$ cat src/rtl/uop_queue.sv
// Multi-lane in-order micro-op queue: circular buffer accepting up to ENQ_WIDTH
// entries and presenting up to DEQ_WIDTH of the oldest entries per cycle.
module uop_queue #(
  parameter int UOP_WIDTH = 66,
  parameter int DEPTH     = 16,
  parameter int ENQ_WIDTH = 2,
  parameter int DEQ_WIDTH = 2
) (
  input  logic                           clk,
  input  logic                           rstn,
  input  logic                           flush,
  input  logic [ENQ_WIDTH-1:0]           enq_valid,
  input  logic [ENQ_WIDTH*UOP_WIDTH-1:0] enq_uop,
  output logic                           enq_ready,
  output logic [DEQ_WIDTH-1:0]           deq_valid,
  output logic [DEQ_WIDTH*UOP_WIDTH-1:0] deq_uop,
  input  logic [DEQ_WIDTH-1:0]           deq_ready,
  output logic [$clog2(DEPTH):0]         count,
  output logic                           empty,
  output logic                           full
);

  localparam int PTR_W = $clog2(DEPTH);
  localparam int CNT_W = PTR_W + 1;

  logic [UOP_WIDTH-1:0] mem [DEPTH];
  logic [PTR_W-1:0]     head;
  logic [PTR_W-1:0]     tail;

  logic                 accept;
  logic [PTR_W-1:0]     enq_off [ENQ_WIDTH];
  logic [CNT_W-1:0]     enq_cnt;
  logic [CNT_W-1:0]     enq_add;
  logic [CNT_W-1:0]     deq_k;
  logic                 deq_run;

  // Room is judged on the registered count only; same-cycle dequeues give no credit.
  assign enq_ready = (count <= CNT_W'(DEPTH - ENQ_WIDTH));
  assign accept    = enq_ready && !flush;
  assign enq_add   = accept ? enq_cnt : '0;
  assign empty     = (count == '0);
  assign full      = (count == CNT_W'(DEPTH));

  // Compact valid lanes: each valid lane lands at tail + (number of valid lanes below it).
  always_comb begin
    enq_cnt = '0;
    for (int i = 0; i < ENQ_WIDTH; i++) begin
      enq_off[i] = PTR_W'(enq_cnt);
      enq_cnt    = enq_cnt + CNT_W'(enq_valid[i]);
    end
  end

  // In-order consumption stops at the first lane that is not both valid and ready.
  always_comb begin
    deq_k   = '0;
    deq_run = 1'b1;
    for (int i = 0; i < DEQ_WIDTH; i++) begin
      if (deq_run && deq_valid[i] && deq_ready[i]) begin
        deq_k = deq_k + 1'b1;
      end else begin
        deq_run = 1'b0;
      end
    end
  end

  for (genvar g = 0; g < DEQ_WIDTH; g++) begin : g_deq
    assign deq_valid[g]                      = (count > CNT_W'(g));
    assign deq_uop[g*UOP_WIDTH +: UOP_WIDTH] = mem[head + PTR_W'(g)];
  end

  // NOTE: payload storage has no reset; head/tail/count alone define which entries are live.
  always_ff @(posedge clk) begin
    if (rstn && accept) begin
      for (int i = 0; i < ENQ_WIDTH; i++) begin
        if (enq_valid[i]) begin
          mem[tail + enq_off[i]] <= enq_uop[i*UOP_WIDTH +: UOP_WIDTH];
        end
      end
    end
  end

  always_ff @(posedge clk) begin
    if (!rstn || flush) begin
      head  <= '0;
      tail  <= '0;
      count <= '0;
    end else begin
      head  <= head + PTR_W'(deq_k);
      tail  <= tail + PTR_W'(enq_add);
      count <= count + enq_add - deq_k;
    end
  end

endmodule

$ cat config.mk
export PLATFORM = sky130hd
export DESIGN_NAME = uop_queue
export DESIGN_NICKNAME = d
export VERILOG_FILES = /design/src/rtl/uop_queue.sv
export SDC_FILE = /design/constraint.sdc
export NUM_CORES = 2
export LEC_CHECK = 0
export BUFFER_PORTS_ARGS = -buffer_cell sky130_fd_sc_hd__buf_2
export CORE_ASPECT_RATIO = 1.4
export CORE_MARGIN = 2
export CORE_UTILIZATION = 56
export CTS_BUF_LIST = sky130_fd_sc_hd__clkbuf_8
export DETAILED_ROUTE_END_ITERATION = 16
export GPL_TIMING_DRIVEN = 1
export PLACE_DENSITY_LB_ADDON = 0.1
export SYNTH_ARGS = -nofsm -noshare
export SYNTH_HDL_FRONTEND = slang
export SYNTH_SLANG_ARGS = --single-unit
export TNS_END_PERCENT = 20
$ cat constraint.sdc
create_clock -name clk -period 13.69 [get_ports clk]
set_input_delay 2.0535 -clock clk [delete_from_list [all_inputs] [get_ports clk]]
set_output_delay 2.0535 -clock clk [all_outputs]
set_load 0.01 [all_outputs]
==> results.ini <==
[floorplanning]
io_pins = 281
core_um2 = 110000
die_y_um = 397
dieArea_um2 = 113000
die_width_um = 284
fp-row-count = 144
initial_core_util_pct = 56.3

[yosys]
synth_ff_type = edfxtp_1
synth_area_leaders = edfxtp_1, mux2_2, mux4_2
synthCells = 3783
avgSynthCellArea_um2 = 16.3
synth-seq-cells = 1069
ys_seq_area_share_pct = 51.9
synth_edf_count = 1056
synth_area_leader_cell = edfxtp_1
synth_warnings = 0
yosysTopAreaCellShare_pct = 51.5
synthesis.area_um2 = 61600
async_flop_share_pct = 0
synth_fp_nets = 3945
yosys.cell_types.count = 43

[worst_setup_path]
crit_path_end = deq_uop[98]
crit_arrival_ns = 6.23
timing.rr.end = mem[12][25]
ff2ff_setup_slack_ns = 8.39
r2r_start = count[4]
crit_required_ns = 11.64
rr_worst_depth = 8
path_class = flop to output port
critPathMaxFanout = 136
cp-start-kind = flop
critPathLaunch = head[0]
endpoint_kind = output port

[layout]
drive_above_1_share_pct = 54.5
instances_no_fill = 5486
final_cell_mix = mux2_2, edfxtp_1, mux4_2
final_nets = 4035
area_growth_pct = 8.78
fin_area_um2 = 67000
fillCellCount = 8266

[routing]
first_pass_iters = 7
wl_per_cell_um = 37.0
drc = 0
vias_per_cell = 7.28
routed_wl_um = 203000
antenna_left = 0
vias = 39958
drt_iter0_drc = 5108

[pwr]
vdd.ir_drop.worst_uv = 83.3
leakagePower_nw = 21.4
power_w = 0.00810
powerDensity_nw_per_um2 = 121

[clock_tree]
hold_buffers = 0
clk_latency_ns = 0.91
cts_tree = done
post-cts-setup-buffers = 0
cts.clk_slew.worst_paths_ns = 0.06
clockBufferDepth = 3
cts.sinks = 1069
cts_buffers = 172
ctsResizeCount = 0
clock-root-buffer = clkbuf_8
htreeDepth = 4

[grt]
track_usage_pct = 36.2
grt_pass1_wl_um = 292000
grt_max_degree = 149
grt_antenna_before_repair = 32
grt_overflow = 0
grt_pass1_vias = 42209

[placement]
dp_hpwl_um = 109000
dpl-instance-area_um2 = 64000
gp_congestion = 0.834
place_inst = 5159
portBuffers = 280

[sta]
relSlewSlack_pct = 6.02
fin_crit_ns = 8.29
clock_skew_ns = 0.0266
worst_slew_pin_slew_ns = 1.41
rsz0062_at_grt = false
setup_tns_ns = 0
finalHoldViolCount = 0
finalSetupViolCount = 0
fmax_mhz = 121
finalMaxSlewViolations = 0
post-route-period-util_pct = 60.5
whs_ns = 0.669

[worst_hold_path]
hold_start = tail[0]
hold_path_depth = 2
hp-class = flop to flop

[status]
status = completed

[run]
drv_cap = 0

==> synthesized netlist by cell type (2+ instances only) <==
| cell | instances |
|---|---|
| nand4_1 | 65 |
| a2111oi_4 | 2 |
| mux4_2 | 528 |
| nand2_1 | 204 |
| buf_4 | 25 |
| nand2b_1 | 6 |
| nor3_1 | 3 |
| a41o_1 | 2 |
| edfxtp_1 | 1056 |
| xnor2_1 | 5 |
| o21bai_1 | 8 |
| nand3_1 | 9 |
| o211ai_1 | 5 |
| o211a_1 | 3 |
| buf_1 | 33 |
| fa_1 | 4 |
| o21ai_0 | 141 |
| a21bo_2 | 2 |
| clkbuf_1 | 277 |
| ha_1 | 19 |
| nor2b_1 | 7 |
| nand3b_1 | 3 |
| a21oi_1 | 9 |
| nor3b_1 | 4 |
| buf_2 | 107 |
| inv_1 | 16 |
| dfxtp_1 | 13 |
| and3_1 | 7 |
| nor2_1 | 11 |
| and2_1 | 8 |
| a22oi_1 | 133 |
| mux2_2 | 1056 |
| xor2_1 | 2 |
==> worst min-delay path by stage <==
stage	end	slack, ns
2_1_floorplan	head[0]	0.58
3_3_place_gp	tail[0]	0.62
3_5_place_dp	tail[0]	0.64
4_1_cts	tail[0]	0.66
5_1_grt	tail[0]	0.68
6_report	tail[0]	0.67
==> worst max-delay path: stages (launching register included) <==
cell and delay [ns]:
dfxtp_4 0.79, buf_4 0.85, buf_12 0.66, buf_4 0.82, buf_4 0.76, mux4_2 0.60, o21ai_0 0.09, nand4_1 0.29
buf_2 0.25
==> sequential cells by signal, indices dropped and copies added (netlist names) <==
signal	count
head	4
count	5
mem	1056
tail	4
==> cells by family (layout without fill, tap and decap cells) <==
logic type / Yosys count / after routing / synth area share, %
AO/OA/AOI/OAI: 311 / 311 / 3.27
XOR/XNOR: 7 / 7 / 0.0995
adder cells (fa/ha/maj): 23 / 23 / 0.516
buffers and inverters: 458 / 683 / 3.16
flip-flops: 1069 / 1069 / 51.9
multiplexers: 1584 / 1584 / 38.6
other: 0 / 18 / 0
AND/OR/NAND/NOR: 331 / 331 / 2.48
==> report_power, final <==
part | internal [W] | switching (W)
registers | 0.00364 | 0.0000402
clock network | 0.00122 | 0.00132
logic | 0.000929 | 0.000961
total | 0.00578 | 0.00232
==> stage by stage <==
step	utilization [%]	setup slack, ns
after floorplan	-	5.65
after global placement	58.4	6.29
after detailed placement	58.4	6.19
after CTS	61.2	5.21
after global routing	61.2	4.99
final	61.2	5.40
==> layer usage <==
layer  vias to the layer above  routed length, um  track usage [%]
met5                         -                172                0
met4                        28              11700             19.8
met3                       702              18800             7.07
met2                      2579             102000             61.0
met1                     20921              70400             44.0
li1                      15728                  -                -
==> area by class of cell <==
class	instances	area [um2]	share of cell area, %
inverter	16	60.1	0.0896
clock buffer	178	2450	3.65
clock inverter	131	563	0.840
sequential	1069	32000	47.7
antenna	18	45.0	0.0672
multi-input combinational	2256	28100	41.9
tap	1460	1830	2.72
timing repair buffer	358	2040	3.04
Note: power is estimated with default switching activity, not from simulation.
